### src/rtl/intersection_cmd_driver_pkg.sv
// Shared encodings for the intersection simulator command driver.
package intersection_cmd_driver_pkg;

  // Road command opcodes: bit 1 = add, bit 0 = road B
  localparam logic [1:0] OP_REM_A = 2'b00;
  localparam logic [1:0] OP_REM_B = 2'b01;
  localparam logic [1:0] OP_ADD_A = 2'b10;
  localparam logic [1:0] OP_ADD_B = 2'b11;

  // Simulator mode values driven on `mode`
  localparam logic [2:0] MODE_IDLE    = 3'b000;
  localparam logic [2:0] MODE_DISPLAY = 3'b100;

  // Road capacity, matching the simulator queue depth
  localparam int MAX_CARS_DEFAULT = 30;

  // Saturation ceiling of the 5-bit violation counter
  localparam logic [4:0] VIOL_MAX = 5'd31;

  typedef enum logic [2:0] {
    ST_IDLE,
    ST_SETUP,
    ST_PULSE,
    ST_HOLD,
    ST_DISPLAY
  } state_t;

  typedef struct packed {
    logic [1:0] op;
    logic [4:0] plate;
  } cmd_t;

  localparam int CMD_W = $bits(cmd_t);

  function automatic logic op_is_add(input logic [1:0] op);
    return op[1];
  endfunction

endpackage

### src/rtl/intersection_cmd_driver_fifo.sv
// Synchronous command queue; a push is refused when full even if a pop
// happens in the same cycle.
module cmd_fifo
  import intersection_cmd_driver_pkg::*;
#(
  parameter int DEPTH = 4,
  parameter int WIDTH = CMD_W
) (
  input  logic             clk,
  input  logic             rst,
  input  logic             push,
  input  logic             pop,
  input  logic [WIDTH-1:0] din,
  output logic [WIDTH-1:0] dout,
  output logic             full,
  output logic             empty
);

  localparam int AW = (DEPTH > 1) ? $clog2(DEPTH) : 1;
  localparam logic [AW:0] FULL_COUNT = (AW + 1)'(DEPTH);

  logic [WIDTH-1:0] mem [DEPTH];
  logic [AW-1:0]    wr_ptr;
  logic [AW-1:0]    rd_ptr;
  logic [AW:0]      count;
  logic             do_push;
  logic             do_pop;

  assign full    = (count == FULL_COUNT);
  assign empty   = (count == '0);
  assign do_push = push && !full;
  assign do_pop  = pop && !empty;
  assign dout    = mem[rd_ptr];

  // Storage array, written only on accepted pushes
  always_ff @(posedge clk) begin
    if (do_push) begin
      mem[wr_ptr] <= din;
    end
  end

  // Pointer and occupancy bookkeeping
  always_ff @(posedge clk or posedge rst) begin
    if (rst) begin
      wr_ptr <= '0;
      rd_ptr <= '0;
      count  <= '0;
    end else begin
      if (do_push) begin
        wr_ptr <= wr_ptr + 1'b1;
      end
      if (do_pop) begin
        rd_ptr <= rd_ptr + 1'b1;
      end
      case ({do_push, do_pop})
        2'b10:   count <= count + 1'b1;
        2'b01:   count <= count - 1'b1;
        default: count <= count;
      endcase
    end
  end

endmodule

### src/rtl/intersection_cmd_driver.sv
// Command transmitter for the intersection simulator: queues road commands,
// validates them against shadow occupancy and serialises each one into a
// setup/pulse/hold strobe on mode/plateIn/action.
module intersection_cmd_driver
  import intersection_cmd_driver_pkg::*;
#(
  parameter int FIFO_DEPTH   = 4,
  parameter int SETUP_CYCLES = 1,
  parameter int PULSE_CYCLES = 1,
  parameter int HOLD_CYCLES  = 1,
  parameter int MAX_CARS     = MAX_CARS_DEFAULT
) (
  input  logic       clk,
  input  logic       rst,
  input  logic       cmd_valid,
  output logic       cmd_ready,
  input  logic [1:0] cmd_op,
  input  logic [4:0] cmd_plate,
  input  logic       display_req,
  input  logic       greenForA,
  input  logic       greenForB,
  output logic [2:0] mode,
  output logic [4:0] plateIn,
  output logic       action,
  output logic       busy,
  output logic       drop_pulse,
  output logic [4:0] violations,
  output logic [4:0] carsA,
  output logic [4:0] carsB
);

  localparam logic [4:0] CAP        = 5'(MAX_CARS);
  localparam logic [7:0] SETUP_LAST = 8'(SETUP_CYCLES - 1);
  localparam logic [7:0] PULSE_LAST = 8'(PULSE_CYCLES - 1);
  localparam logic [7:0] HOLD_LAST  = 8'(HOLD_CYCLES - 1);

  state_t           state;
  logic [7:0]       phase;
  logic             fifo_full;
  logic             fifo_empty;
  logic             pop;
  logic [CMD_W-1:0] head_bits;
  cmd_t             head;
  logic             head_legal;

  assign cmd_ready = !fifo_full;
  assign pop       = (state == ST_IDLE) && !fifo_empty;
  assign busy      = (state != ST_IDLE) || !fifo_empty;
  assign head      = cmd_t'(head_bits);

  cmd_fifo #(
    .DEPTH (FIFO_DEPTH),
    .WIDTH (CMD_W)
  ) u_fifo (
    .clk   (clk),
    .rst   (rst),
    .push  (cmd_valid && !fifo_full),
    .pop   (pop),
    .din   ({cmd_op, cmd_plate}),
    .dout  (head_bits),
    .full  (fifo_full),
    .empty (fifo_empty)
  );

  // Reject commands that would underflow or overflow a road's shadow count
  always_comb begin
    head_legal = 1'b1;
    case (head.op)
      OP_REM_A: head_legal = (carsA != '0);
      OP_REM_B: head_legal = (carsB != '0);
      OP_ADD_A: head_legal = (carsA != CAP);
      OP_ADD_B: head_legal = (carsB != CAP);
      default:  head_legal = 1'b0;
    endcase
  end

  // Strobe sequencer; shadow counts and violations update on PULSE entry
  always_ff @(posedge clk or posedge rst) begin
    if (rst) begin
      state      <= ST_IDLE;
      phase      <= '0;
      mode       <= MODE_IDLE;
      plateIn    <= '0;
      action     <= 1'b0;
      drop_pulse <= 1'b0;
      carsA      <= '0;
      carsB      <= '0;
      violations <= '0;
    end else begin
      drop_pulse <= 1'b0;
      case (state)
        ST_IDLE: begin
          if (!fifo_empty) begin
            if (head_legal) begin
              mode    <= {1'b0, head.op};
              plateIn <= op_is_add(head.op) ? head.plate : '0;
              phase   <= '0;
              state   <= ST_SETUP;
            end else begin
              drop_pulse <= 1'b1;
            end
          end else if (display_req) begin
            mode  <= MODE_DISPLAY;
            state <= ST_DISPLAY;
          end
        end
        ST_SETUP: begin
          if (phase == SETUP_LAST) begin
            phase  <= '0;
            action <= 1'b1;
            state  <= ST_PULSE;
            // mode[1:0] still holds the in-flight opcode
            case (mode[1:0])
              OP_ADD_A: carsA <= carsA + 5'd1;
              OP_ADD_B: carsB <= carsB + 5'd1;
              OP_REM_A: begin
                carsA <= carsA - 5'd1;
                if (!greenForA && (violations != VIOL_MAX)) begin
                  violations <= violations + 5'd1;
                end
              end
              default: begin
                carsB <= carsB - 5'd1;
                if (!greenForB && (violations != VIOL_MAX)) begin
                  violations <= violations + 5'd1;
                end
              end
            endcase
          end else begin
            phase <= phase + 8'd1;
          end
        end
        ST_PULSE: begin
          if (phase == PULSE_LAST) begin
            phase  <= '0;
            action <= 1'b0;
            state  <= ST_HOLD;
          end else begin
            phase <= phase + 8'd1;
          end
        end
        ST_HOLD: begin
          if (phase == HOLD_LAST) begin
            phase   <= '0;
            mode    <= MODE_IDLE;
            plateIn <= '0;
            state   <= ST_IDLE;
          end else begin
            phase <= phase + 8'd1;
          end
        end
        ST_DISPLAY: begin
          if (!display_req) begin
            mode  <= MODE_IDLE;
            state <= ST_IDLE;
          end
        end
        default: begin
          state <= ST_IDLE;
        end
      endcase
    end
  end

endmodule

### config.mk
export PLATFORM = sky130hd
export DESIGN_NAME = intersection_cmd_driver
export DESIGN_NICKNAME = d
export VERILOG_FILES = /design/src/rtl/intersection_cmd_driver_pkg.sv /design/src/rtl/intersection_cmd_driver_fifo.sv /design/src/rtl/intersection_cmd_driver.sv
export SDC_FILE = /design/constraint.sdc
export NUM_CORES = 1
export LEC_CHECK = 0
export ABC_CLOCK_PERIOD_IN_PS = 2400
export CAP_MARGIN = 20
export CORE_UTILIZATION = 40
export DETAILED_ROUTE_END_ITERATION = 16
export GPL_TIMING_DRIVEN = 1
export PLACE_DENSITY_LB_ADDON = 0.25
export SYNTH_ARGS = -nofsm -noshare
export SYNTH_HDL_FRONTEND = slang
export SYNTH_SLANG_ARGS = --single-unit
### constraint.sdc
create_clock -name clk -period 2.4 [get_ports clk]
set_input_delay 0.72 -clock clk [delete_from_list [all_inputs] [get_ports clk]]
set_output_delay 0.72 -clock clk [all_outputs]
set_load 0.01 [all_outputs]
* Word-level counts from Yosys, hierarchy flattened *
Memory sizes are Yosys's and may differ from the RTL's.
Cells that the tools add are included.

operators by class
  $add $sub $neg = 10
  eq/ne operators = 24
  bitwise gates (word level) = 2
  reduce and logical (&&, ||, !) cells = 37
  multiplexer cells = 35

operator list
  operator               count
  $pmux W5 S2            4
  $mux W5                6
  $mux W3                9
  $mux W8                3
  $pmux W8 S2            1
  $add A5 B1 Y5 const B  3
  $ne A5 B5 Y1 const B   3
  $pmux W3 S5            1
  $ne A2 B2 Y1 const B   7
  $reduce_and A3 Y1      4
  $reduce_bool A2 Y1     6
  $eq A2 B2 Y1 const B   5
  $reduce_and A5 Y1      2
  $reduce_bool A5 Y1     2
  $sub A5 B1 Y5 const B  2
  $pmux W3 S3            1
  $add A8 B1 Y8 const B  1
  $logic_not A8 Y1       1
  $mux W1                7
  $eq A3 B2 Y1 const B   2
  $eq A3 B3 Y1 const B   2
  $logic_and A1 B1 Y1    6
  $logic_not A3 Y1       2
  $ne A3 B3 Y1 const B   2
  other kinds (17)       26

storage, ports and cells
  bits in writable memories = 28
  output and inout port bits = 27
  word-level logic and storage cells = 121
  memories kept = 1
  bits of input ports = 13
  register bits after elaboration = 43

memories
  memory      words  bits a word  rd ports  clocked after memory_dff  wr ports  RTL line                            RTL
  u_fifo.mem  4      7            1         0                         1         intersection_cmd_driver_fifo.sv:22  logic [WIDTH-1:0] mem [DEPTH];

* Logic depth before layout (Yosys ltp) *
  depth after elaboration = 6
  gate-level depth with buffers = 10
  gate-level depth less buffers = 10

* By module *
Synthesis repeated with hierarchy kept, for this count alone.

unflattened totals
  cell total of the unflattened synthesis = 287
  area total of the unflattened synthesis = 3560.9 µm²

by module, submodules not included
  module                   cells each  times used  sequential area each (µm²)  area an instance (µm²)
  intersection_cmd_driver  212         1           900.9                       2107.0
  cmd_fifo                 75          1           1016.0                      1453.9

* Worst setup path before layout *
Ideal clock, no wire load.

  kind = reg2reg
  from = register state[1]
  to = register u_fifo.count[2]
  arrival time = 2254 ps
  period minus slack after synthesis = 2333 ps
  required time = 2321 ps
  buffers on the path = 1
  setup time = 79 ps
  stages on the path, launching flop included = 11
  setup slack = 67 ps
  cells stage by stage = dfrtp_1 -> clkbuf_1 -> nor3_1 -> or2b_1 -> inv_1 -> ha_1 -> inv_1 -> fa_1 -> xor2_1 -> nor2_1 -> xor2_1

on the way
  longest elaborated chain between the ends = 5
  elaborated cells on any way between the ends = 7
  those cells by class = eq/ne: 2; mux: 1; reduce/logical: 4

ends and longest elaborated chain
  what                                               RTL line                            RTL
  from (decl)                                        intersection_cmd_driver.sv:37       state_t state;
  from (signal assigned)                             intersection_cmd_driver.sv:80       state <= ST_IDLE;
  from (signal assigned)                             intersection_cmd_driver.sv:98       state <= ST_SETUP;
  from (signal assigned)                             intersection_cmd_driver.sv:104      state <= ST_DISPLAY;
  $logic_not A3 Y1 *                                 intersection_cmd_driver.sv:47       assign pop = (state == ST_IDLE) && !fifo_empty;
  $logic_and A1 B1 Y1 *                              intersection_cmd_driver.sv:47
  $logic_and A1 B1 Y1 *                              intersection_cmd_driver_fifo.sv:32  assign do_pop = pop && !empty;
  via u_fifo.do_pop                                  intersection_cmd_driver_fifo.sv:27  logic do_pop;
  $eq A2 B1 Y1 or $eq A2 B2 Y1 (tied branches)       intersection_cmd_driver_fifo.sv:55  case ({do_push, do_pop})
  $pmux W3 S2 or $reduce_bool A2 Y1 (tied branches)  -
  to (signal assigned)                               intersection_cmd_driver_fifo.sv:56  2'b10: count <= count + 1'b1;
  to (signal assigned)                               intersection_cmd_driver_fifo.sv:57  2'b01: count <= count - 1'b1;
  to (signal assigned)                               intersection_cmd_driver_fifo.sv:58  default: count <= count;
  to (decl)                                          intersection_cmd_driver_fifo.sv:25  logic [AW:0] count;

Mark *: on every way through the listed nets, which the timed path passes. The rest lies on a longest branch.
A chain may end at the register's enable or synchronous reset.

* Worst setup path after layout *
  from = register u_fifo.count[0]
  to = output cmd_ready

on the way
  longest elaborated chain between the ends = 2

ends and longest elaborated chain
  what              RTL line                            RTL
  $eq A3 B3 Y1      intersection_cmd_driver_fifo.sv:29  assign full = (count == FULL_COUNT);
  $logic_not A1 Y1  intersection_cmd_driver.sv:46       assign cmd_ready = !fifo_full;
  to (decl)         intersection_cmd_driver.sv:16       output logic cmd_ready,

Every way passes these cells.

==> results.yml <==
power:
  p_seq_share_pct: 35.2
  p_leak_nw: 1.89
  p_int_mw: 3.50
  netSwitchingPower_mw: 2.04
  p_per_area_nw_per_um2: 1250
  pwr-share-comb_pct: 46.5
  vdd_drop_max_mv: 0.488
  power_mw: 5.54
  swShare_pct: 36.8
  clockPowerShare_pct: 18.4
clocking:
  clock_latency_ns: 0.35
  cts-buffers-inserted: 9
  htree_levels: 3
  root_buffer: "clkbuf_8"
  cts_tree: "built"
  clk_pin_slew_ns: 0.08
  clock_sinks: 71
  clk_path_buf_depth: 2
layout:
  antenna_cells: 0
  nNetsFinal: 370
  final_cell_mix: "dfrtp_1 (43), clkdlybuf4s50_1 (38), edfxtp_1 (28)"
  fill_cells: 742
  drive_gt1_share_pct: 18.3
  final_common_cell: "dfrtp_1"
  syn_to_final_growth_pct: 24.7
placed_design:
  dp_hpwl_mm: 4.50
  place_congestion: 0.752
  port_buffers: 39
die:
  die_height_um: 96.1
  io_pins: 40
  dieArea_um2: 9240
  start_util_pct: 42.3
  core_area_um2: 8380
  row_count: 33
  die_w_um: 96.1
logic_synthesis:
  syn-mean-instance-area_um2: 12.9
  synthCells: 275
  ys.flop_type: "dfrtp_1"
  ys_async_sr_fraction_pct: 60.6
  synth-seq-area-share_pct: 54.1
  syn-num-nets: 306
  ys_ff_latch: 71
  ys_warn_count: 0
  yosysUniqueCellTypes: 48
  synth_enable_flop_cells: 28
  syn-cell-area_um2: 3540
global_routing:
  grt_pass1_vias: 2247
  grt_max_degree: 44
  antenna_found_initial: 0
  grt_pass1_wl_mm: 10.4
  grt.total_usage_pct: 15.4
  overflow: 0
route:
  drt_iter0_drc: 94
  drt_pass1_iterations: 4
  postRouteAntennaNets: 0
  vias: 2331
  drc_errors: 0
  routed_wl_mm: 6.35
  vias_per_cell: 5.19
  wire_per_inst_um: 14.1
worst_setup_path:
  rr_worst_depth: 11
  path_max_fanout: 6
  critPathArrivalTime_ns: 1.53
  critPathLaunchType: "register"
  worstSetupPathType: "register to output port"
  end_kind: "output port"
  worst_ep_required_time_ns: 1.68
min_path:
  min_path_cells: 1
  holdCritPathClass: "register to register"
timing:
  fin_crit_sh_pct: 93.7
  skew_ns: 0.0102
  rsz0062_at_grt: "no"
  slew_headroom_pct: 72.1
  fin_tns_setup_ns: 0
  final.min_clock_period_ns: 2.25
  worstMarginPinSlew_ns: 0.417
  fmax_ghz: 0.444
  hold_violations: 0
  drv_slew: 0
  setup_viol: 0
run:
  cap_violations: 0
run_status:
  status: "completed"
cells in the mapped netlist (all sizes together), types with 7 or more instances:
master / number / area, um2
xnor2: 13 / 114
mux2: 9 / 105
dfrtp: 43 / 1080
a21oi: 8 / 51.3
o21ai: 8 / 51.3
mux2i: 9 / 93.8
edfxtp: 28 / 841
mux4: 7 / 180
and3: 8 / 50.1
ha: 15 / 188
nand2: 28 / 108
inv: 15 / 56.3
nor2: 15 / 56.3
power by group through the flow:
| stage | Sequential [mW] | Combinational [mW] | Clock, mW |
|---|---|---|---|
| after floorplan | 1.96 | 1.70 | 0 |
| after CTS | 1.95 | 2.61 | 1.05 |
| after detailed placement | 1.97 | 2.58 | 0 |
| final | 1.95 | 2.57 | 1.02 |
| after global placement | 1.96 | 2.53 | 0 |
| after global routing | 2.01 | 2.87 | 1.09 |
path summary, 6_finish.rpt:
path                                  from                to  slack [ns]
max                        u_fifo.count[0]         cmd_ready        0.15
min                          violations[3]     violations[3]        0.49
max reg2reg                u_fifo.count[2]   u_fifo.count[2]        0.17
min reg2reg                  violations[3]     violations[3]        0.49
max in group asynchronous              rst  u_fifo.wr_ptr[1]        1.47
min in group asynchronous              rst     violations[2]        0.69
worst max-delay path: stages (launching register included):
cell and delay, ns:
dfrtp_1 0.42, inv_1 0.13, nand3_2 0.13, clkdlybuf4s50_1 0.50
routing by layer:
layer | track usage (%) | wire length, um | part of all wire (%) | vias to the layer above
li1 | - | - | - | 1132
met1 | 19.0 | 2930 | 46 | 1143
met2 | 25.7 | 3070 | 48 | 49
met3 | 3.87 | 268 | 4.2 | 7
met4 | 6.72 | 82 | 1.3 | 0
met5 | 0 | 0 | 0 | -
layout make-up:
type | instances | area [um2] | area share, %
flip-flops and latches | 71 | 1920 | 43.4
multi-input cells | 182 | 1540 | 34.9
repair buffers | 60 | 563 | 12.7
well taps | 105 | 131 | 2.97
clock buffers | 9 | 124 | 2.80
clock inverters | 7 | 86.3 | 1.95
inverters | 15 | 56.3 | 1.27
flip-flops by register name (all words and copies together) (netlist names), 5 cells and up:
name,cells
carsA,5
u_fifo.mem,28
phase,8
plateIn,5
carsB,5
violations,5
what timing repair did:
| item | CTS | global route |
|---|---|---|
| pin swaps | 0 | 1 |
| endpoints found under the setup margin | 1 | 3 |
| setup buffers | 1 | 0 |
| gates resized for setup | 1 | 4 |
| hold buffers | 0 | 0 |
per-stage QoR:
step                      hold WS, ns  utilization [%]  area [um2]  setup slack [ns]  cells
after floorplan                 0.464                -        3540            0.0667    275
after global placement          0.477             49.9        4190            0.0302    432
after detailed placement        0.488             49.9        4190        0.00000600    432
after CTS                       0.500             52.6        4410            0.0146    449
after global routing            0.520             52.7        4420            0.0456    449
final                           0.490             52.7        4420             0.150    449
cell families after synthesis:
kind of cell / synth area share [%]
simple gates: 13.4
flops: 54.1
compound gates: 7.27
mux: 10.7
buf+inv: 2.82
xor+xnor: 4.69
fa+ha+maj: 6.99
(Power assumes the default switching activity.)
